--- src/rtl/ram_arb_pkg.sv ---
// Shared types and default sizing for the data-RAM port arbiter.
package ram_arb_pkg;

    localparam int unsigned ARB_ADDR_W    = 16;
    localparam int unsigned ARB_DATA_W    = 16;
    localparam int unsigned ARB_MAX_BURST = 4;
    // Wide enough for MAX_BURST up to 15
    localparam int unsigned BURST_W       = 4;

    typedef enum logic [1:0] {
        OWN_NONE = 2'd0,
        OWN_C    = 2'd1,
        OWN_X    = 2'd2
    } owner_e;

    typedef struct packed {
        logic                  we;
        logic [ARB_ADDR_W-1:0] addr;
        logic [ARB_DATA_W-1:0] wdata;
    } mem_req_t;

endpackage

--- src/rtl/ram_arb_fsm.sv ---
// Grant FSM: decides which port owns the RAM this cycle, bounding both
// X starvation under CPU traffic and X bursts while the CPU waits.
module ram_arb_fsm
    import ram_arb_pkg::*;
#(
    parameter int unsigned MAX_BURST = ARB_MAX_BURST
) (
    input  logic clk,
    input  logic rst,
    input  logic i_c_req,
    input  logic i_x_req,
    output logic o_c_gnt_c,
    output logic o_x_gnt_c
);

    owner_e             r_state;
    owner_e             r_last_owner;
    logic [BURST_W-1:0] r_burst_cnt;
    logic [1:0]         r_x_wait;

    logic w_c_gnt;
    logic w_x_gnt;
    logic w_x_starved;
    logic w_burst_ok;

    // X has been refused for two consecutive cycles
    assign w_x_starved = (r_x_wait == 2'd2);
    assign w_burst_ok  = (r_burst_cnt < BURST_W'(MAX_BURST));

    always_comb begin
        w_c_gnt = 1'b0;
        w_x_gnt = 1'b0;
        case (r_state)
            OWN_NONE: begin
                if (i_c_req && i_x_req) begin
                    w_c_gnt = (r_last_owner != OWN_C);
                    w_x_gnt = (r_last_owner == OWN_C);
                end else begin
                    w_c_gnt = i_c_req;
                    w_x_gnt = i_x_req;
                end
            end
            OWN_C: begin
                if (i_c_req && !(i_x_req && w_x_starved)) begin
                    w_c_gnt = 1'b1;
                end else if (i_x_req) begin
                    w_x_gnt = 1'b1;
                end
            end
            OWN_X: begin
                if (i_x_req && (!i_c_req || w_burst_ok)) begin
                    w_x_gnt = 1'b1;
                end else if (i_c_req) begin
                    w_c_gnt = 1'b1;
                end
            end
            default: begin
                w_c_gnt = i_c_req;
                w_x_gnt = i_x_req & ~i_c_req;
            end
        endcase
        // No access may reach the RAM while reset is held
        if (rst) begin
            w_c_gnt = 1'b0;
            w_x_gnt = 1'b0;
        end
    end

    assign o_c_gnt_c = w_c_gnt;
    assign o_x_gnt_c = w_x_gnt;

    always_ff @(posedge clk or posedge rst) begin
        if (rst) begin
            r_state      <= OWN_NONE;
            r_last_owner <= OWN_X;
            r_burst_cnt  <= '0;
            r_x_wait     <= '0;
        end else begin
            if (w_c_gnt) begin
                r_state      <= OWN_C;
                r_last_owner <= OWN_C;
            end else if (w_x_gnt) begin
                r_state      <= OWN_X;
                r_last_owner <= OWN_X;
            end else begin
                r_state      <= OWN_NONE;
            end

            if (w_c_gnt || !w_x_gnt) begin
                r_burst_cnt <= '0;
            end else if (i_c_req && w_burst_ok) begin
                r_burst_cnt <= r_burst_cnt + BURST_W'(1);
            end

            if (i_x_req && !w_x_gnt) begin
                r_x_wait <= w_x_starved ? 2'd2 : r_x_wait + 2'd1;
            end else begin
                r_x_wait <= '0;
            end
        end
    end

endmodule

--- src/rtl/ram_port_arbiter.sv ---
// Shares the data RAM between the CPU memory stage (C) and an external
// agent (X): grants one access per cycle and steers read data back.
module ram_port_arbiter
    import ram_arb_pkg::*;
#(
    parameter int unsigned ADDR_W    = ARB_ADDR_W,
    parameter int unsigned DATA_W    = ARB_DATA_W,
    parameter int unsigned MAX_BURST = ARB_MAX_BURST
) (
    input  logic              clk,
    input  logic              rst,
    input  logic              c_req,
    input  logic              c_we,
    input  logic [ADDR_W-1:0] c_addr,
    input  logic [DATA_W-1:0] c_wdata,
    output logic              c_stall,
    output logic              c_gnt,
    output logic [DATA_W-1:0] c_rdata,
    output logic              c_rvalid,
    input  logic              x_req,
    input  logic              x_we,
    input  logic [ADDR_W-1:0] x_addr,
    input  logic [DATA_W-1:0] x_wdata,
    output logic              x_gnt,
    output logic [DATA_W-1:0] x_rdata,
    output logic              x_rvalid,
    output logic [ADDR_W-1:0] ram_addr,
    output logic [DATA_W-1:0] ram_data,
    output logic              ram_wren,
    input  logic [DATA_W-1:0] ram_q
);

    logic              w_c_gnt;
    logic              w_x_gnt;
    logic [ADDR_W-1:0] r_addr_hold;
    logic [DATA_W-1:0] r_data_hold;
    logic              r_rv_read;
    owner_e            r_rv_port;

    ram_arb_fsm #(
        .MAX_BURST (MAX_BURST)
    ) u_fsm (
        .clk       (clk),
        .rst       (rst),
        .i_c_req   (c_req),
        .i_x_req   (x_req),
        .o_c_gnt_c (w_c_gnt),
        .o_x_gnt_c (w_x_gnt)
    );

    assign c_gnt   = w_c_gnt;
    assign x_gnt   = w_x_gnt;
    assign c_stall = c_req & ~w_c_gnt;

    // Idle cycles replay the last address/data so the RAM pins stay quiet
    always_comb begin
        ram_addr = r_addr_hold;
        ram_data = r_data_hold;
        ram_wren = 1'b0;
        if (w_c_gnt) begin
            ram_addr = c_addr;
            ram_data = c_wdata;
            ram_wren = c_we;
        end else if (w_x_gnt) begin
            ram_addr = x_addr;
            ram_data = x_wdata;
            ram_wren = x_we;
        end
    end

    always_ff @(posedge clk or posedge rst) begin
        if (rst) begin
            r_addr_hold <= '0;
            r_data_hold <= '0;
            r_rv_read   <= 1'b0;
            r_rv_port   <= OWN_NONE;
        end else begin
            r_addr_hold <= ram_addr;
            r_data_hold <= ram_data;
            r_rv_read   <= (w_c_gnt & ~c_we) | (w_x_gnt & ~x_we);
            r_rv_port   <= w_c_gnt ? OWN_C : (w_x_gnt ? OWN_X : OWN_NONE);
        end
    end

    // RAM output is shared; only the valids say who it belongs to
    assign c_rdata  = ram_q;
    assign x_rdata  = ram_q;
    assign c_rvalid = r_rv_read && (r_rv_port == OWN_C);
    assign x_rvalid = r_rv_read && (r_rv_port == OWN_X);

endmodule
--- config.mk ---
export PLATFORM = sky130hd
export DESIGN_NAME = ram_port_arbiter
export DESIGN_NICKNAME = d
export VERILOG_FILES = /design/src/rtl/ram_arb_pkg.sv /design/src/rtl/ram_arb_fsm.sv /design/src/rtl/ram_port_arbiter.sv
export SDC_FILE = /design/constraint.sdc
export NUM_CORES = 1
export LEC_CHECK = 0
export CAP_MARGIN = 20
export CORE_ASPECT_RATIO = 1.4
export CORE_MARGIN = 5
export CORE_UTILIZATION = 30
export DETAILED_ROUTE_END_ITERATION = 8
export GPL_TIMING_DRIVEN = 0
export PLACE_DENSITY = 0.75
export SLEW_MARGIN = 20
export SYNTH_ARGS = -nofsm -noshare
export SYNTH_HDL_FRONTEND = slang
export SYNTH_SLANG_ARGS = --single-unit
--- constraint.sdc ---
create_clock -name clk -period 4.65 [get_ports clk]
set_input_delay 0.465 -clock clk [delete_from_list [all_inputs] [get_ports clk]]
set_output_delay 0.465 -clock clk [all_outputs]
set_load 0.02 [all_outputs]
==> results.cfg <==
[clock_network]
hold_buffers = 0
cts_buffer_depth = 2
numCtsBuffers = 5
htreeDepth = 2
clk_pin_slew_ns = 0.06
clkLatencyLatePin_ns = 0.28
ctsResizeCount = 0
cts_tree = done
cts.sinks = 43
cts_setup_buffers = 0
cts_root_buf = clkbuf_16

[drt]
wl_um = 8650
vias = 2586
drc = 0
via_per_inst = 4.96
ant_nets = 0
first_pass_iters = 4
drt_iter0_markers = 104
wl_per_cell_um = 16.6

[timing]
fin_crit_ns = 3.59
grt_setup_unrepaired = false
finalClockSkew_ns = 0.00797
slew_headroom_pct = 60.7
hold_viol = 0
setup_viol = 0
fin_ws_ns = 1.06
clock.fmax_mhz = 279
period_share_pct = 77.1
drv_slew = 0
fin_setup_tns_ns = 0
tightest_slew_ns = 0.581

[global_route]
grt_pass1_wl_um = 13800
grt_remaining_overflow = 0
grt_max_degree = 27
grt_pass1_vias = 2821
antenna_found_initial = 0
grt_usage_pct = 15.1

[synthesis]
ys_seq_area_share_pct = 40.3
ys_ff_latch = 43
synthArstFlopShare_pct = 100
syn_avg_cell_area_um2 = 9.99
synth-edff-count = 0
synth_area_leaders = dfrtp_1 39%, o311ai_2 16%, buf_4 9.5%
synth_cells = 268
synth_fp_nets = 357
netlist_top_cells_count = 42 x dfrtp_1, 37 x inv_1, 34 x buf_4
synth_top_area_cell = dfrtp_1
syn-cell-area_um2 = 2680
synth_top_area_share_pct = 39.3
synth_cell_types = 34
synth_ff_type = dfrtp_1
yosysWarnings = 0
yosysMostFrequentCell = dfrtp_1

[layout]
fill_cells = 820
areaGrowthSynthToFinish_pct = 64.8
drive_above_1_share_pct = 19.7
num-nets-final = 504
diodes = 0
postLayoutCellArea_um2 = 4410
stdcell_count = 521

[setup_path]
cp.arrival_ns = 3.12
critPathLaunchType = primary input
path_max_fanout = 10
crit_type = primary input to primary output
required_ns = 4.18
cp-end-kind = primary output

[hold_path]
hp-class = register to register

[run]
max_cap_violations = 0

[power_and_ir_drop]
switching_share_pct = 30.7
ir_worst_vdd_uv = 217
cellPowerDensity_nw_per_um2 = 341
p_leak_nw = 1.83
pwr-share-clk_pct = 30.6
switching_power_mw = 0.461
p_int_mw = 1.04
combinationalPowerShare_pct = 38.5
pwr-share-seq_pct = 30.9
power.total_mw = 1.50

[die]
die_y_um = 122
rows = 40
die_width_um = 89.8
fp.coreArea_um2 = 8660
dieArea_um2 = 10900
start_util_pct = 30.9
io_pins = 156

[placed_design]
placed_cell_area_um2 = 4220
post-place-ws_ns = 1.13
numPortBuffers = 139
routabilityCongestion = 0.764
dp.cells = 513
dpl.hpwl_um = 6640

[status]
status = completed
[per-layer routing]
| layer | GRT usage (%) | wire length (um) |
|---|---|---|
| met5 | 0 | 0 |
| met4 | 4.16 | 104 |
| met3 | 5.62 | 862 |
| met2 | 26.3 | 4310 |
| met1 | 17.2 | 3380 |
[critical path: stages]
cell and delay [ns]:
clkdlybuf4s50_1 0.63, nand3b_1 0.13, o211a_4 0.29, nor2_8 0.16
inv_2 0.12, o311ai_0 0.56, clkdlybuf4s50_1 0.74
[area by class of cell]
class	count	area, um2	share of cell area [%]
buffer	50	345	7.83
clock buffer	5	125	2.84
clock inverter	3	67.6	1.53
inverter	39	146	3.32
multi-input combinational	136	1110	25.1
sequential	43	1080	24.4
tap	105	131	2.98
timing repair buffer	140	1410	32.0
[cell usage in the layout, fill, tap and decap left out, drive strengths merged, types with 2 or more instances in the layout]
cell / synthesis / layout
nand2: 4 / 4
nand3b: 3 / 3
ha: 3 / 3
and3: 2 / 2
a21oi: 2 / 2
nand3: 33 / 33
o311ai: 32 / 32
clkbuf: 12 / 17
bufinv: 0 / 2
inv: 39 / 39
clkdlybuf4s50: 0 / 139
nor2b: 2 / 2
nor3b: 4 / 4
o21ai: 33 / 33
buf: 38 / 39
dfrtp: 42 / 42
nor2: 7 / 7
[flip-flops by register name, indices dropped and copies added (netlist names)]
| register | flops |
|---|---|
| u_fsm.r_x_wait | 2 |
| r_data_hold | 16 |
| r_addr_hold | 16 |
| r_rv_read | 1 |
| u_fsm.r_state | 2 |
| u_fsm.r_last_owner | 2 |
| u_fsm.r_burst_cnt | 4 |
[power by group through the flow]
stage / sequential, mW / clock, mW / combinational, mW
after global placement: 0.469 / 0 / 0.572
after CTS: 0.465 / 0.468 / 0.586
after detailed placement: 0.472 / 0 / 0.581
after floorplan: 0.465 / 0 / 0.321
final: 0.465 / 0.460 / 0.580
after global routing: 0.472 / 0.484 / 0.621
[cell families after synthesis]
| kind of cell | count (synthesis) | share of synthesized area, % |
|---|---|---|
| flip-flops | 43 | 40.3 |
| AND/OR/NAND/NOR | 57 | 12.3 |
| AO/OA/AOI/OAI | 75 | 27.3 |
| XOR/XNOR | 1 | 0.327 |
| buffers and inverters | 89 | 18.4 |
| adder cells (fa/ha/maj) | 3 | 1.40 |
[worst paths after layout]
| path | cells past startpoint | end | start | slack [ns] |
|---|---|---|---|---|
| setup / recovery | 7 | ram_data[15] | c_req | 1.06 |
| setup reg to reg | 7 | r_addr_hold[1]$_DFF_PP0_ | u_fsm.r_x_wait[0]$_DFF_PP0_ | 2.58 |
| hold / removal | 1 | u_fsm.r_last_owner[0]$_DFFE_PP0P_ | u_fsm.r_last_owner[0]$_DFFE_PP0P_ | 0.50 |
| max in group asynchronous | 3 | r_data_hold[2]$_DFF_PP0_ | rst | 3.50 |
| min in group asynchronous | 2 | r_data_hold[10]$_DFF_PP0_ | rst | 0.66 |
| hold reg to reg | 1 | u_fsm.r_last_owner[0]$_DFFE_PP0P_ | u_fsm.r_last_owner[0]$_DFFE_PP0P_ | 0.50 |
[through the flow]
step                hold WS (ns)  utilization, %
detailed placement         0.483            48.7
global placement           0.470            48.5
CTS                        0.500            51.0
finish                     0.504            51.0
global route               0.528            51.0
floorplan                  0.456               -
(Power assumes the default switching activity.)
